[src/rtl/sensor_ctrl.sv]
// Measurement sequencer for the inverter delay-line timing sensor: gates the sensor,
// calibrates a reference sample, counts mismatching samples over a window and raises a sticky alarm.
module sensor_ctrl #(
    parameter int CNT_W       = 8,
    parameter int SETTLE      = 4,
    parameter int SYNC_STAGES = 2
) (
    input  logic             clk,
    input  logic             rst_n,
    input  logic             start,
    input  logic [CNT_W-1:0] win_len,
    input  logic [CNT_W-1:0] thresh,
    input  logic             clr,
    input  logic             sens_i,
    output logic             sens_en,
    output logic             busy,
    output logic             done,
    output logic [CNT_W-1:0] err_cnt,
    output logic             alarm
);

    localparam int SET_W = $clog2(SETTLE + 1);
    localparam int TMR_W = (CNT_W > SET_W) ? CNT_W : SET_W;

    typedef enum logic [2:0] {
        IDLE,
        WARMUP,
        CAL,
        MEASURE,
        DONE
    } state_t;

    state_t                 state_q;
    state_t                 state_d;
    logic [SYNC_STAGES-1:0] sync_q;
    logic                   s;
    logic                   ref_q;
    logic [CNT_W-1:0]       win_q;
    logic [CNT_W-1:0]       thr_q;
    logic [TMR_W-1:0]       timer;
    logic [TMR_W-1:0]       win_ext;
    logic                   settle_last;
    logic                   meas_last;

    // sens_i is asynchronous to clk, so only the last synchronizer stage is ever observed.
    always_ff @(posedge clk or negedge rst_n) begin
        if (!rst_n) begin
            sync_q <= '0;
        end else begin
            // NOTE: non-blocking assignments let every flop sample the pre-edge value,
            // which is what makes this a shift chain rather than a single wire.
            sync_q <= {sync_q[SYNC_STAGES-2:0], sens_i};
        end
    end

    assign s           = sync_q[SYNC_STAGES-1];
    assign win_ext     = TMR_W'(win_q);
    assign settle_last = (timer == TMR_W'(SETTLE - 1));
    assign meas_last   = (timer == win_ext - TMR_W'(1));

    always_ff @(posedge clk or negedge rst_n) begin
        if (!rst_n) begin
            state_q <= IDLE;
        end else begin
            state_q <= state_d;
        end
    end

    always_comb begin
        // NOTE: every output of this block gets a default first so no path leaves
        // a signal unassigned, which would otherwise infer a latch.
        state_d = state_q;
        sens_en = 1'b0;
        busy    = 1'b1;
        done    = 1'b0;
        unique case (state_q)
            IDLE: begin
                busy = 1'b0;
                if (start) state_d = WARMUP;
            end
            WARMUP: begin
                sens_en = 1'b1;
                if (settle_last) state_d = CAL;
            end
            CAL: begin
                sens_en = 1'b1;
                state_d = (win_q == '0) ? DONE : MEASURE;
            end
            MEASURE: begin
                sens_en = 1'b1;
                if (meas_last) state_d = DONE;
            end
            DONE: begin
                done    = 1'b1;
                state_d = IDLE;
            end
            default: state_d = IDLE;
        endcase
    end

    // Phase timer restarts on every state change, so it counts cycles spent in the current state.
    always_ff @(posedge clk or negedge rst_n) begin
        if (!rst_n) begin
            timer <= '0;
        end else if (state_d != state_q) begin
            timer <= '0;
        end else begin
            timer <= timer + TMR_W'(1);
        end
    end

    always_ff @(posedge clk or negedge rst_n) begin
        if (!rst_n) begin
            win_q   <= '0;
            thr_q   <= '0;
            ref_q   <= 1'b0;
            err_cnt <= '0;
        end else begin
            if (state_q == IDLE && start) begin
                win_q <= win_len;
                thr_q <= thresh;
            end
            if (state_q == CAL) begin
                ref_q   <= s;
                err_cnt <= '0;
            end else if (state_q == MEASURE && s != ref_q && err_cnt != '1) begin
                err_cnt <= err_cnt + CNT_W'(1);
            end
        end
    end

    // Setting the alarm in DONE takes priority over a simultaneous clear.
    always_ff @(posedge clk or negedge rst_n) begin
        if (!rst_n) begin
            alarm <= 1'b0;
        end else if (state_q == DONE && thr_q != '0 && err_cnt >= thr_q) begin
            alarm <= 1'b1;
        end else if (clr) begin
            alarm <= 1'b0;
        end
    end

endmodule

[config.mk]
export PLATFORM = sky130hd
export DESIGN_NAME = sensor_ctrl
export DESIGN_NICKNAME = d
export VERILOG_FILES = /design/src/rtl/sensor_ctrl.sv
export SDC_FILE = /design/constraint.sdc
export NUM_CORES = 1
export LEC_CHECK = 0
export ABC_AREA = 0
export ABC_CLOCK_PERIOD_IN_PS = 5900
export CELL_PAD_IN_SITES_DETAIL_PLACEMENT = 1
export CELL_PAD_IN_SITES_GLOBAL_PLACEMENT = 2
export CORE_ASPECT_RATIO = 1.4
export CORE_MARGIN = 2
export CORE_UTILIZATION = 30
export DETAILED_ROUTE_END_ITERATION = 8
export PLACE_DENSITY = 0.78
export SLEW_MARGIN = 30
export SYNTH_ARGS = -nofsm -noshare
export SYNTH_HDL_FRONTEND = slang
export SYNTH_SLANG_ARGS = --single-unit
[constraint.sdc]
create_clock -name clk -period 5.9 [get_ports clk]
set_clock_uncertainty 0.05 [all_clocks]
set_input_delay 1.18 -clock clk [delete_from_list [all_inputs] [get_ports clk]]
set_output_delay 1.18 -clock clk [all_outputs]
set_load 0.02 [all_outputs]
### After elaboration in Yosys (flattened, before gate mapping)

Index checks and enable logic that the tools add are counted.

* bits in registers: 39
* latch bits: 0
* bits in writable memories: 0
* ROM bits: 0
* input port bits: 21
* output and inout port bits: 12
* logic and storage cells: 45
* memories kept: 0

* add/subtract/negate cells: 3
* multiply operators: 0
* div/mod/pow operators: 0
* order comparisons: 1
* eq/ne operators: 9
* shift operators: 0
* muxes and demuxes: 13
* bitwise operators: 0
* reduce and logical (&&, ||, !) cells: 11

Operator list (number)
* $mux 8: 3
* $add 8x1->8 const B: 2
* $mux 3: 4
* $pmux 3 s4: 1
* $eq 8x2->1 const B: 1
* $eq 8x8->1: 1
* $ge 8x8->1: 1
* $logic_not 8->1: 1
* $ne 8x8->1 const B: 1
* $reduce_bool 8->1: 1
* $sub 8x1->8 const B: 1
* $eq 3x2->1 const B: 2
* $logic_and 1x1->1: 5
* $mux 1: 5
* $reduce_bool 2->1: 2
* $eq 3x1->1 const B: 1
* $eq 3x3->1 const B: 1
* $logic_not 3->1: 1
* $ne 3x3->1: 1
* $reduce_or 3->1: 1
* $ne 1x1->1: 1

### Logic depth before layout (Yosys ltp)

* depth in word-level cells: 6
* mapped depth: 8
* depth with buffers taken out: 8

### Worst setup path before layout

Ideal clock, no wire load.

* path kind: reg2out
* start: reg state_q[0]
* end: out busy
* arrival: 0.997 ns
* data required time: 4.670 ns
* slack: 3.673 ns
* cell stages (with the launch flop): 3
* path buffers: 1
* cell sequence: dfrtp_1 clkbuf_1 or3_1

* cells in the longest elaborated chain, start to end: 2

Ends and longest elaborated chain
* start: declaration: line 33 `state_t state_q;`
* start signal: assignment: line 65 `state_q <= state_d;`
* $logic_not 3->1: line 76 `unique case (state_q)`
* $mux 1: line 76
* end: declaration: line 16 `output logic busy,`

No other way between the ends.

### Worst setup path in the final report

Ends and elaborated chain as after synthesis.

==> results.py <==
metrics = {
    "power_and_ir_drop": {
        "power_density_nw_per_um2": 424,
        "power_switching_uw": 465,
        "p_sw_share_pct": 40.5,
        "power_frac_seq_pct": 41.8,
        "p_int_uw": 683,
        "clkPwrFrac_pct": 14.4,
        "power_frac_comb_pct": 43.7,
        "ir_drop_mv": 0.172,
        "totalPowerFinal_uw": 1150,
        "p_leak_uw": 0.00116,
    },
    "critical_path": {
        "reg2reg_to": "timer[6]",
        "cp_cell_sequence": "or3_1 -> clkdlybuf4s50_1",
        "crit_path_end_kind": "primary output",
        "r2r-start": "win_ext[0]",
        "critPathLaunch": "state_q[0]",
        "critPathKind": "reg2out",
        "worst-endpoint-required_ns": 4.67,
        "setup.worst_path.end": "busy",
        "crit_path_top_delay_cell": "clkdlybuf4s50_1",
        "crit_arrival_ns": 1.79,
        "ff2ff_path_depth": 7,
        "crit_cells": 2,
        "cpPeakStageDelay_ns": 0.56,
        "critPathBufInv": 1,
        "r2r_slack_ns": 3.50,
        "path_delay_family": "buffers and inverters",
        "worstPathMaxFanout": 7,
        "cp-start-kind": "register",
    },
    "clock_tree": {
        "ctsHoldBuffers": 0,
        "cts_resized": 0,
        "cts.clk_slew.worst_paths_ns": 0.07,
        "h-tree-depth": 2,
        "post_cts_buffers": 0,
        "cts_tree": "built",
        "cts_sinks": 39,
        "clockBufferDepth": 2,
        "clk_latency_ns": 0.29,
        "root_buffer": "clkbuf_8",
        "cts_made_buffers": 5,
    },
    "final_layout": {
        "drive_above_1_share_pct": 11.5,
        "final_nets": 294,
        "layout_common_cells": "dfrtp_1 (39), clkdlybuf4s50_1 (31), nor2_1 (21)",
        "finish.utilization_pct": 37.2,
        "fin_area_um2": 2700,
        "antennaDiodeCount": 0,
        "layout_commonest_cell": "dfrtp_1",
        "area_growth_pct": 21.7,
    },
    "die": {
        "die_w_um": 76.7,
        "rows": 37,
        "core_um2": 7270,
        "die_area_um2": 8120,
        "io_pins": 33,
        "start_util_pct": 30.6,
        "die_h_um": 106,
    },
    "timing": {
        "finalHoldViolations": 0,
        "timing.fmax_mhz": 332,
        "worst_pin_slew_ns": 0.678,
        "fin_crit_sh_pct": 51.1,
        "relSlewSlack_pct": 54.6,
        "setup_viol_count_final": 0,
        "rsz0062_at_grt": "no",
        "drv_slew": 0,
        "setup_tns_ns": 0,
        "period_minus_slack_ns": 3.02,
    },
    "grt": {
        "first_global_vias": 1792,
        "grt_pass1_wl_um": 8760,
        "grt_max_degree": 40,
        "grt_overflow_total": 0,
        "antenna_found_initial": 0,
        "grt_util_all_layers_pct": 13.7,
    },
    "synth": {
        "synth_area_leaders": "dfrtp_1 (44%), ha_1 (6.8%), xnor2_1 (5.1%), o21ai_0 (4.1%), mux2_2 (4.1%)",
        "synth_edf_count": 0,
        "avgSynthCellArea_um2": 9.70,
        "synth_cells": 229,
        "ys_types": 42,
        "synth-main-ff-cell": "dfrtp_1",
        "ys_ff_latch": 39,
        "yosys.area.top_type_share_pct": 43.9,
        "synth_async_sr_flop_share_pct": 100,
        "yosysWarnings": 0,
        "synth_nets": 262,
        "yosys.area.top_type": "dfrtp_1",
        "ys_seq_area_share_pct": 43.9,
        "syn_area_um2": 2220,
    },
    "route": {
        "drt_first_pass_iters": 3,
        "routed_wirelength_um": 5070,
        "vias": 1718,
        "first_iter_violations": 26,
        "drc_errors": 0,
        "via_per_inst": 4.81,
        "wl_per_cell_um": 14.2,
        "drtAntennaViolNets": 0,
    },
    "job": {
        "maxCapViolCount": 0,
    },
    "hold_path": {
        "hp-class": "reg2reg",
    },
    "placement": {
        "place.gp.congestion": 0.743,
        "placed_cell_area_um2": 2620,
        "place.port_buffers": 32,
        "place_hpwl_um": 3930,
    },
    "outcome": {
        "status": "completed",
    },
}
cells by family after synthesis:
group / Yosys count / share of synthesized area (%)
AO/OA/AOI/OAI: 40 / 12.1
flip-flops: 39 / 43.9
adder cells (fa/ha/maj): 12 / 6.76
multiplexers: 10 / 4.96
buffers and inverters: 23 / 4.28
XOR/XNOR: 20 / 7.88
AND/OR/NAND/NOR: 85 / 20.2
synth_stat cells, drive strengths merged (3+ instances only):
library cell  count
ha               12
clkbuf            5
nand2            15
o21ai            19
xor2              7
dfrtp            39
xnor2            13
a21oi             6
nor3              5
inv              16
mux2              8
a21o              3
nor2b             4
and3              5
nor2             29
nand3            10
or3               6
nor4              3
worst min-delay path by stage:
stage	from	endpoint	cells past startpoint
floorplan	sync_q[0]	sync_q[1]	0
global placement	sync_q[0]	sync_q[1]	0
detailed placement	sync_q[0]	sync_q[1]	0
CTS	sync_q[0]	sync_q[1]	0
global route	sync_q[0]	sync_q[1]	0
finish	sync_q[0]	sync_q[1]	0
sequential cells by signal, summed over array words and instances, names as in the netlist:
name	flops
err_cnt	8
thr_q	8
timer	8
win_ext	8
state_q	3
sync_q	2
alarm	1
ref_q	1
routing by layer:
layer | wire length, um | GRT usage (%) | vias up
li1 | - | - | 850
met1 | 2190 | 15.8 | 839
met5 | 0 | 0 | -
met4 | 63 | 4.68 | 0
met3 | 190 | 3.34 | 5
met2 | 2630 | 24.4 | 24
metrics by stage:
step	std cells	hold slack, ns	setup slack, ns
floorplan	229	0.281	3.67
global placement	351	0.286	2.85
detailed placement	351	0.299	2.80
CTS	357	0.315	2.90
global route	357	0.327	2.81
finish	357	0.308	2.88
area by class of cell:
cell class / instances / area [um^2]
inverter: 16 / 60.1
timing repair buffer: 32 / 318
clock buffer: 6 / 72.6
multi-input combinational: 167 / 1160
tap: 97 / 121
sequential: 39 / 976
fill: 864 / 4560
power by group through the flow:
stage / registers [uW] / logic (uW) / clock network, uW
5_1_grt: 498 / 568 / 188
4_1_cts: 483 / 512 / 175
3_3_place_gp: 486 / 490 / 0
3_5_place_dp: 487 / 508 / 0
2_1_floorplan: 446 / 397 / 0
6_report: 480 / 501 / 166
Note: power is estimated with default switching activity, not from simulation.
